[src/rtl/uart_rx_core.sv]
// ---------------------------------------------------------------------------
// uart_rx_core
//
// Receive half of the UART. Recovers 8N1 frames (8E1 when the
// UART_RX_PARITY_EN macro is defined) from an asynchronous serial line,
// using an OVERSAMPLE x baud enable from the baud-rate generator.
//
// Build option:
//   UART_RX_PARITY_EN  defined   -> PARITY state present, even parity checked
//                      undefined -> no parity bit, parity_err_o tied low
//
// Ports:
//   clk           system clock
//   rst           asynchronous reset, active low
//   baud_tick_i   one-clk enable at OVERSAMPLE x baud rate
//   rx_i          serial line, asynchronous, idle high
//   rx_data_o     last good byte, held until the next good frame
//   rx_valid_o    one-cycle pulse when rx_data_o updates
//   frame_err_o   one-cycle pulse when the stop bit is sampled low
//   parity_err_o  one-cycle pulse on parity mismatch
//   busy_o        high whenever the receiver is not idle
// ---------------------------------------------------------------------------
module uart_rx_core #(
    parameter int OVERSAMPLE = 16,
    parameter int DATA_BITS  = 8
) (
    input  logic                 clk,
    input  logic                 rst,
    input  logic                 baud_tick_i,
    input  logic                 rx_i,
    output logic [DATA_BITS-1:0] rx_data_o,
    output logic                 rx_valid_o,
    output logic                 frame_err_o,
    output logic                 parity_err_o,
    output logic                 busy_o
);

    localparam int TW = $clog2(OVERSAMPLE);
    localparam int BW = (DATA_BITS > 1) ? $clog2(DATA_BITS) : 1;

    localparam logic [TW-1:0] T_MID  = TW'(OVERSAMPLE/2 - 1);
    localparam logic [TW-1:0] T_END  = TW'(OVERSAMPLE - 1);
    localparam logic [BW-1:0] B_LAST = BW'(DATA_BITS - 1);

    typedef enum logic [2:0] {
        S_IDLE,
        S_START,
        S_DATA,
        S_STOP,
        S_BREAK
`ifdef UART_RX_PARITY_EN
        , S_PARITY
`endif
    } state_t;

    state_t                 state_q;
    logic                   rx_meta_q;
    logic                   rx_sync_q;
    logic [TW-1:0]          tcnt_q;
    logic [BW-1:0]          bcnt_q;
    logic [DATA_BITS-1:0]   shift_q;
    logic [DATA_BITS-1:0]   shift_d;
    logic [DATA_BITS-1:0]   rx_data_q;
    logic                   rx_valid_q;
    logic                   frame_err_q;
`ifdef UART_RX_PARITY_EN
    logic                   par_bad_q;
    logic                   parity_err_q;
`endif

    // Two-flop synchronizer; resets to the idle line level so that reset
    // release never looks like a start bit on its own.
    always_ff @(posedge clk or negedge rst) begin
        if (!rst) begin
            rx_meta_q <= 1'b1;
            rx_sync_q <= 1'b1;
        end else begin
            rx_meta_q <= rx_i;
            rx_sync_q <= rx_meta_q;
        end
    end

    // LSB arrives first: shift right, new bit enters at the top.
    assign shift_d = {rx_sync_q, shift_q[DATA_BITS-1:1]};

    always_ff @(posedge clk or negedge rst) begin
        if (!rst) begin
            state_q      <= S_IDLE;
            tcnt_q       <= '0;
            bcnt_q       <= '0;
            shift_q      <= '0;
            rx_data_q    <= '0;
            rx_valid_q   <= 1'b0;
            frame_err_q  <= 1'b0;
`ifdef UART_RX_PARITY_EN
            par_bad_q    <= 1'b0;
            parity_err_q <= 1'b0;
`endif
        end else begin
            rx_valid_q  <= 1'b0;
            frame_err_q <= 1'b0;
`ifdef UART_RX_PARITY_EN
            parity_err_q <= 1'b0;
`endif
            case (state_q)
                S_IDLE: begin
                    tcnt_q <= '0;
                    if (!rx_sync_q) begin
                        state_q <= S_START;
                    end
                end

                S_START: begin
                    if (baud_tick_i) begin
                        if (tcnt_q == T_MID) begin
                            // A line that is high again at mid-bit was a glitch.
                            tcnt_q  <= '0;
                            bcnt_q  <= '0;
                            state_q <= rx_sync_q ? S_IDLE : S_DATA;
                        end else begin
                            tcnt_q <= tcnt_q + TW'(1);
                        end
                    end
                end

                S_DATA: begin
                    if (baud_tick_i) begin
                        if (tcnt_q == T_END) begin
                            tcnt_q  <= '0;
                            shift_q <= shift_d;
                            if (bcnt_q == B_LAST) begin
`ifdef UART_RX_PARITY_EN
                                state_q <= S_PARITY;
`else
                                state_q <= S_STOP;
`endif
                            end else begin
                                bcnt_q <= bcnt_q + BW'(1);
                            end
                        end else begin
                            tcnt_q <= tcnt_q + TW'(1);
                        end
                    end
                end

`ifdef UART_RX_PARITY_EN
                S_PARITY: begin
                    if (baud_tick_i) begin
                        if (tcnt_q == T_END) begin
                            tcnt_q    <= '0;
                            // Even parity: data bits plus parity bit XOR to 0.
                            par_bad_q <= rx_sync_q ^ (^shift_q);
                            state_q   <= S_STOP;
                        end else begin
                            tcnt_q <= tcnt_q + TW'(1);
                        end
                    end
                end
`endif

                S_STOP: begin
                    if (baud_tick_i) begin
                        if (tcnt_q == T_END) begin
                            tcnt_q <= '0;
                            if (!rx_sync_q) begin
                                // Framing error wins; parity is not reported.
                                frame_err_q <= 1'b1;
                                state_q     <= S_BREAK;
                            end else begin
                                state_q <= S_IDLE;
`ifdef UART_RX_PARITY_EN
                                if (par_bad_q) begin
                                    parity_err_q <= 1'b1;
                                end else begin
                                    rx_data_q  <= shift_q;
                                    rx_valid_q <= 1'b1;
                                end
`else
                                rx_data_q  <= shift_q;
                                rx_valid_q <= 1'b1;
`endif
                            end
                        end else begin
                            tcnt_q <= tcnt_q + TW'(1);
                        end
                    end
                end

                S_BREAK: begin
                    // A held-low line must return high before the next frame.
                    tcnt_q <= '0;
                    if (rx_sync_q) begin
                        state_q <= S_IDLE;
                    end
                end

                default: begin
                    tcnt_q  <= '0;
                    state_q <= S_IDLE;
                end
            endcase
        end
    end

    assign rx_data_o   = rx_data_q;
    assign rx_valid_o  = rx_valid_q;
    assign frame_err_o = frame_err_q;
    assign busy_o      = (state_q != S_IDLE);
`ifdef UART_RX_PARITY_EN
    assign parity_err_o = parity_err_q;
`else
    assign parity_err_o = 1'b0;
`endif

endmodule

[config.mk]
export PLATFORM = sky130hd
export DESIGN_NAME = uart_rx_core
export DESIGN_NICKNAME = d
export VERILOG_FILES = /design/src/rtl/uart_rx_core.sv
export SDC_FILE = /design/constraint.sdc
export NUM_CORES = 1
export LEC_CHECK = 0
export CORE_MARGIN = 2
export CORE_UTILIZATION = 30
export DETAILED_ROUTE_END_ITERATION = 10
export MAX_ROUTING_LAYER = met4
export SKIP_CTS_REPAIR_TIMING = 1
export SYNTH_ARGS = -nofsm -noshare
export SYNTH_HDL_FRONTEND = slang
export SYNTH_SLANG_ARGS = --single-unit
[constraint.sdc]
create_clock -name clk -period 1.8 [get_ports clk]
set_input_delay 0.36 -clock clk [delete_from_list [all_inputs] [get_ports clk]]
set_output_delay 0.36 -clock clk [all_outputs]
set_load 0.005 [all_outputs]
Word level (Yosys, flattened, before mapping) --
Index checks and enable logic that the tools add are counted. W data, S select, Z words.
Storage, ports and cells: bits of input ports 4, logic and storage cells 69, register bits after elaboration 30
Cells by class: eq/ne operators 18, mux-type cells 31, add/subtract/negate cells 2, reductions and logical operators 9
Operators by type and width (number):
- $mux W3 | 15
- $ne A2 B2 Y1 const B | 10
- $mux W4 | 4
- $pmux W3 S5 | 1
- $reduce_and A9 Y1 | 1
- $mux W1 | 8
- $pmux W4 S2 | 1
- $eq A3 B2 Y1 const B | 2
- $eq A3 B3 Y1 const B | 2
- $pmux W3 S2 | 1
- $reduce_and A6 Y1 | 1
- $add A4 B1 Y4 const B | 1
- $eq A4 B3 Y1 const B | 1
- $eq A4 B4 Y1 const B | 1
- $reduce_and A4 Y1 | 1
- $add A3 B1 Y3 const B | 1
- $eq A3 B1 Y1 const B | 1
- $logic_not A3 Y1 | 1
- $reduce_and A3 Y1 | 1
- $reduce_bool A3 Y1 | 1
- $mux W2 | 1
- $ne A2 B1 Y1 const B | 1
- $reduce_and A2 Y1 | 1
- $reduce_bool A2 Y1 | 1
- $reduce_or A2 Y1 | 1

Depth between registers and ports, before layout --
Gate-level depths: netlist of run 1.
depth in word-level cells 5, depth in mapped cells 6, gate-level depth less buffers 5

Least setup slack after synthesis of run 1 --
No wires, ideal clock.
kind register to register, start point register tcnt_q[0], end point register bcnt_q[0], data arrival time 1739 ps, clock period less this slack 1866 ps, stages on the path, launching flop included 7, path buffers 1, setup slack -66 ps, cells stage by stage dfrtp_1 > ha_1 > and3_2 > and3_1 > buf_2 > a22oi_2 > mux2_1
Between the ends: cells in the longest elaborated chain, start to end 3, elaborated cells on any way between the ends 5
Ends and longest elaborated chain:
- from (decl) | line 59 | logic [TW-1:0] tcnt_q;
- from (signal assigned) | line 121 | tcnt_q <= tcnt_q + TW'(1);
- from (signal assigned) | line 141 | tcnt_q <= tcnt_q + TW'(1);
- from (signal assigned) | line 184 | tcnt_q <= tcnt_q + TW'(1);
- $eq A4 B4 Y1 / $eq A4 B3 Y1 (equally long branches) | line 128, 115
- $ne A2 B2 Y1 (no source line)
- $reduce_and A6 Y1 (no source line) *
- to (signal assigned) | line 138 | bcnt_q <= bcnt_q + BW'(1);
- to (decl) | line 60 | logic [BW-1:0] bcnt_q;
Every way passes the cells marked *; elsewhere a longest branch is shown, timed or not. A chain may end at the register's enable or synchronous reset.

Final worst setup path of run 1 --
start point input port baud_tick_i, end point register rx_data_q[6] (netlist: rx_data_o[6])
Between the ends: cells in the longest elaborated chain, start to end 1
Ends and longest elaborated chain:
- from (decl) | line 29 | input logic baud_tick_i,
- $reduce_and A4 Y1 (no source line)
- to (signal assigned) | line 179 | rx_data_q <= shift_q;
- to (decl) | line 63 | logic [DATA_BITS-1:0] rx_data_q;
No other way between the ends.

==> flow_summary.ini, run 1 <==
[run_status]
status = complete, but fails checks
violations = setup timing

[final_layout]
seqCellArea_sq_um = 753
post-route-util_pct = 41.9
final_cell_area_sq_um = 1860
syn2layout_area_growth_pct = 32.4
drive_gt1_share_pct = 38.6
finish.net_count = 151
n_fill_cell = 400
multi_input_area_sq_um = 627
antenna_cells = 0

[synth]
yosysMostFrequentCell = dfrtp_1
ys.flop_type = dfrtp_1
synthArstFlopShare_pct = 100
yosysTopAreaCellShare_pct = 49.8
synth_area_leaders = dfrtp_1 50%, mux2_4 8.5%, mux2_2 6.4%
syn_area_sq_um = 1410
yosysSeqAreaShare_pct = 53.6
syn-num-nets = 119
synth-simple-area-share_pct = 14.2
yosysWarnings = 0
synth-edff-count = 0
synthAdderAreaFrac_pct = 2.67
synth_top_cell_by_area = dfrtp_1
synth_area_per_cell_sq_um = 12.6
synthMuxAreaShare_pct = 18.6
synth_compound_area_share_pct = 5.16
yosys_register_bits = 30
synth_common_cells = 28 x dfrtp_1, 8 x mux2_2, 8 x mux2_4, 8 x nand2_1, 8 x nor2_1
synth_cells = 112
synth_xor_area_share_pct = 1.25
ys_types = 39
synth_top_family_by_area = multiplexers

[clocking]
numCtsBuffers = 5
htree_levels = 2
cts_tree = done
root_buffer = clkbuf_8
clk_latency_ns = 0.28
clk_pin_slew_ns = 0.06
clockBufferDepth = 2
clock-sinks = 30

[power]
power.share.sequential_pct = 44.7
power.switching_w = 0.000518
internal-power_w = 0.00128
powerDensity_nw_per_um2 = 968
comb_power_share_pct = 24.4
ir_drop_mv = 0.435
switching_share_pct = 28.7
p_leak_nw = 0.910
clock_power_share_pct = 30.9

[critical_path]
r2r_end = rx_data_o[6]$_DFFE_PN0P_
cp-start-kind = input pin
cp-startpoint = baud_tick_i
r2r_slack_ns = -0.01
cp.required_ns = 1.96
path_class = in2reg
path_max_fanout = 9
reg2reg_from = tcnt_q[0]$_DFFE_PN0P_
worstPathArrival_ns = 2.02
cp-endpoint = rx_data_o[6]$_DFFE_PN0P_
r2r_cells = 6
cp-end-kind = flop

[floorplan]
die_h_microns = 72.5
dieWidth_microns = 72.5
dieArea_sq_um = 5250
initial_utilization_pct = 31.6
core_area_sq_um = 4440
fp-row-count = 24
ioPinCount = 16

[detailed_routing]
ant_nets = 0
vias = 948
drt_iter0_markers = 30
vias_per_cell = 4.81
dr.pass1.iters = 4
drt-total-wl_mm = 2.67
drcViolationCount = 0
avgRoutedWirePerCell_microns = 13.6

[grt]
grt_use_total_pct = 12.5
antenna_found_initial = 0
top_usage_layer = met2
grt_util_met2_pct = 19.2
grt_overflow_total = 0
first_global_vias = 973
grt_pass1_wl_mm = 4.81
grt_max_degree = 31
grt_util_met1_pct = 15.3
use_met3_pct = 3.47

[sta]
final.setup_skew_ns = 0.00321
holdWs_ns = 0.365
slew_violations = 0
setup_viol = 8
fmax_mhz = 537
min_period_ns = 1.86
rsz0062_at_grt = true
hold_violations = 0
layout_setup_ws_ns = -0.0613
finalCritPeriodShare_pct = 103

[place]
place_area_sq_um = 1710
port-buffer-count = 14
gp_congestion = 0.820
place_hpwl_mm = 1.88

[run]
max_cap_viol_count = 0

[worst_hold_path]
hold_start = rx_meta_q$_DFF_PN1_
hold_class = reg2reg
routing by layer:
| layer | vias to the layer above | part of all wire [%] | wire [microns] |
|---|---|---|---|
| li1 | 451 | - | - |
| met1 | 463 | 45 | 1200 |
| met2 | 27 | 48 | 1290 |
| met3 | 7 | 4.1 | 109 |
| met4 | 0 | 2.4 | 63 |
| met5 | - | 0 | 0 |
worst max-delay path, cell delays in order:
cell             delay (ns)
clkdlybuf4s50_1        0.51
nand2b_2               0.07
or3_4                  0.37
or2_4                  0.27
buf_12                 0.15
mux2_4                 0.29
stage by stage:
| stage | power, W | cells | setup slack (ns) | TNS (ns) |
|---|---|---|---|---|
| after detailed placement | 0.00120 | 186 | -0.366 | -3.67 |
| final | 0.00180 | 197 | -0.0613 | -0.433 |
| after CTS | 0.00178 | 194 | -0.238 | -0.734 |
| after global placement | 0.00117 | 186 | -0.327 | -3.12 |
| after floorplan | 0.00103 | 112 | 0.00872 | 0 |
| after global routing | 0.00194 | 197 | -0.0806 | -0.680 |
cell families after synthesis:
family                     after synthesis
and+or+nand+nor                         34
DFF                                     30
muxes                                   21
buffers and inverters                   12
AOI/OAI and AO/OA                        9
adders and majority gates                3
xor gates and xnor gates                 2
other                                    1
flip-flops by register name, summed over array words and instances (netlist names):
register and count:
shift_q 8, state_q 3, rx_sync_q 1, tcnt_q 4, frame_err_o 1, rx_valid_o 1, rx_data_o 8, bcnt_q 3
rx_meta_q 1
worst min-delay path by stage:
stage,slack (ns),cells past startpoint,to
CTS,0.37,0,rx_sync_q$_DFF_PN1_
detailed placement,0.36,0,rx_sync_q$_DFF_PN1_
global placement,0.35,0,rx_sync_q$_DFF_PN1_
global route,0.37,0,rx_sync_q$_DFF_PN1_
finish,0.37,0,rx_sync_q$_DFF_PN1_
floorplan,0.06,0,bcnt_q[0]$_DFFE_PN0P_
power by group through the flow:
stage                     Sequential [W]  Clock (W)  Combinational, W
after floorplan                 0.000802          0          0.000229
after global placement          0.000806          0          0.000367
after detailed placement        0.000813          0          0.000392
after CTS                       0.000800   0.000583          0.000395
after global routing            0.000817   0.000618          0.000506
final                           0.000806   0.000557          0.000439
cell type report:
| type | instances | area share, % |
|---|---|---|
| clock buffers | 6 | 4.44 |
| clock inverters | 2 | 0.672 |
| inverters | 5 | 1.01 |
| multi-input cells | 70 | 33.7 |
| flip-flops and latches | 30 | 40.5 |
| well taps | 52 | 3.49 |
| repair buffers | 32 | 16.3 |
layout by cell type, fill, tap and decap left out, drive strengths merged, types with 2 or more instances in the layout:
cell type / netlist / final
buf: 5 / 18
and3: 2 / 2
nand3b: 2 / 2
inv: 5 / 5
nor3: 3 / 3
mux2i: 4 / 4
nand2b: 2 / 2
clkbuf: 2 / 6
clkdlybuf4s50: 0 / 13
nand2: 9 / 9
ha: 3 / 3
or3: 2 / 2
dfstp: 2 / 2
mux2: 17 / 17
a21oi: 3 / 3
nand3: 2 / 2
dfrtp: 28 / 28
nor2: 8 / 8
No activity file was read; power rests on OpenSTA's default activity.
==> inputs of run 2 (changes only) <==
- ABC_CLOCK_PERIOD_IN_PS: unset -> 1800
- CORE_UTILIZATION: 30 -> 49
- CTS_CLUSTER_DIAMETER: unset -> 30
- PLACE_DENSITY: unset -> 0.74
==> run 2 against run 1 <==
Net effect:
- the run now ends clean
- highest routed layer unchanged
- clock skew increased by 0.0064 ns
- count of clock-buffer cells in the layout unchanged
- first-iteration DRC count decreased by 50%
- non-clock buffer count decreased by 2
==> flow_summary.ini, run 2 (synthesis gave the netlist of run 1 again) <==
[final_layout]
antenna_cells = 0
post-route-util_pct = 66.0
finalNonFillerCells = 174
finish.net_count = 149
drive_gt1_share_pct = 38.5
layout_common_cells = 28 x dfrtp_1, 14 x buf_4, 13 x clkdlybuf4s50_1, 9 x mux2_4
syn2layout_area_growth_pct = 28.3
layout_commonest_cell = dfrtp_1

[clocking]
htree_levels = 2
numCtsBuffers = 5
clock-sinks = 30
clk_latency_ns = 0.34
clockBufferDepth = 2
root_buffer = clkbuf_4
cts_tree = done
clk_pin_slew_ns = 0.10

[detailed_routing]
vias_per_cell = 5.25
avgRoutedWirePerCell_microns = 14.7
vias = 914
drcViolationCount = 0
dr.pass1.iters = 4
drt_iter0_markers = 15
ant_nets = 0
drt-total-wl_mm = 2.56

[power]
p_leak_nw = 0.903
powerDensity_nw_per_um2 = 1070
finalPower_w = 0.00193
ir_drop_mv = 1.16

[critical_path]
worstPathArrival_ns = 1.97
cp-end-kind = flop
r2r_end = bcnt_q[0]$_DFFE_PN0P_
path_max_fanout = 3
cp.required_ns = 2.03
cp-start-kind = flop
reg2reg_from = tcnt_q[0]$_DFFE_PN0P_
r2r_slack_ns = 0.06
r2r_cells = 6
path_class = reg2reg

[floorplan]
initial_utilization_pct = 51.4
fp-row-count = 19
dieWidth_microns = 57.6
core_area_sq_um = 2730
die_h_microns = 57.6
dieArea_sq_um = 3310
ioPinCount = 16

[sta]
setup_viol = 0
min_period_ns = 1.74
finalCritPeriodShare_pct = 96.7
holdWs_ns = 0.362
fmax_mhz = 574
hold_violations = 0
slew_violations = 0
final.setup_skew_ns = 0.00957

[run]
max_cap_viol_count = 0

[place]
place_hpwl_mm = 1.80
gp_congestion = 0.850
dp_cells = 166
port-buffer-count = 14

[grt]
antenna_found_initial = 0
grt_pass1_wl_mm = 4.29
first_global_vias = 959
grt_use_total_pct = 18.0
grt_max_degree = 31
grt_overflow_total = 0

[run_status]
status = finished, final reports clean

[worst_hold_path]
hold_class = reg2reg
whs_path_depth = 0
hold_path_end = rx_sync_q$_DFF_PN1_
hold_start = rx_meta_q$_DFF_PN1_
[run 2: changes by cell type in the layout (fill, tap and decap cells not counted), sizes merged]
cell and delta:
buf -2, bufinv +2, clkbuf +1, clkinv -1, clkinvlp -1, dlymetal6s2s -1
[run 2: routing by layer]
metal / up-vias / GRT usage [%] / share of wire (%)
met5: - / - / 0
met1: 443 / 21.2 / 45
li1: 445 / - / -
met3: 8 / 7.71 / 4.5
met4: 0 / 7.31 / 2.4
met2: 18 / 26.9 / 48
[run 2: final cells by class]
class                           instances  area (sq um)
Inverter                                5          18.8
Clock buffer                            6          51.3
Tap cell                               31          38.8
Sequential cell                        30           753
Fill cell                             192           930
Multi-Input combinational cell         70           611
Timing Repair Buffer                   30           272
Clock inverter                          2          60.1
[run 2: power by group]
| group | leakage [nW] | switching, W | internal [W] |
|---|---|---|---|
| combinational | 0.448 | 0.000205 | 0.000210 |
| sequential | 0.397 | 0.0000526 | 0.000744 |
| clock | 0.0585 | 0.000245 | 0.000470 |
| total | 0.903 | 0.000502 | 0.00142 |
[run 2: worst max-delay path by stage]
stage	startpoint	endpoint	slack, ns
global route	tcnt_q[0]$_DFFE_PN0P_	bcnt_q[1]$_DFFE_PN0P_	-0.008
floorplan	tcnt_q[1]$_DFFE_PN0P_	bcnt_q[0]$_DFFE_PN0P_	0.009
detailed placement	baud_tick_i	rx_data_o[3]$_DFFE_PN0P_	-0.45
finish	tcnt_q[0]$_DFFE_PN0P_	bcnt_q[0]$_DFFE_PN0P_	0.06
CTS	state_q[0]$_DFFE_PN0P_	busy_o	-0.29
global placement	baud_tick_i	rx_data_o[5]$_DFFE_PN0P_	-0.39
[run 2: metrics by stage]
step                      setup WS [ns]  TNS (ns)  area (sq um)
after floorplan                 0.00872         0          1410
after global placement           -0.393     -3.65          1680
after detailed placement         -0.445     -4.24          1680
after CTS                        -0.288     -1.05          1790
after global routing           -0.00755  -0.00755          1800
final                            0.0587         0          1800
[run 2: critical path, stage by stage, from the launching register on]
cell     delay [ns]
dfrtp_1        0.41
ha_2           0.20
buf_4          0.14
and3_4         0.17
and3_4         0.18
a22oi_2        0.22
mux2_4         0.32
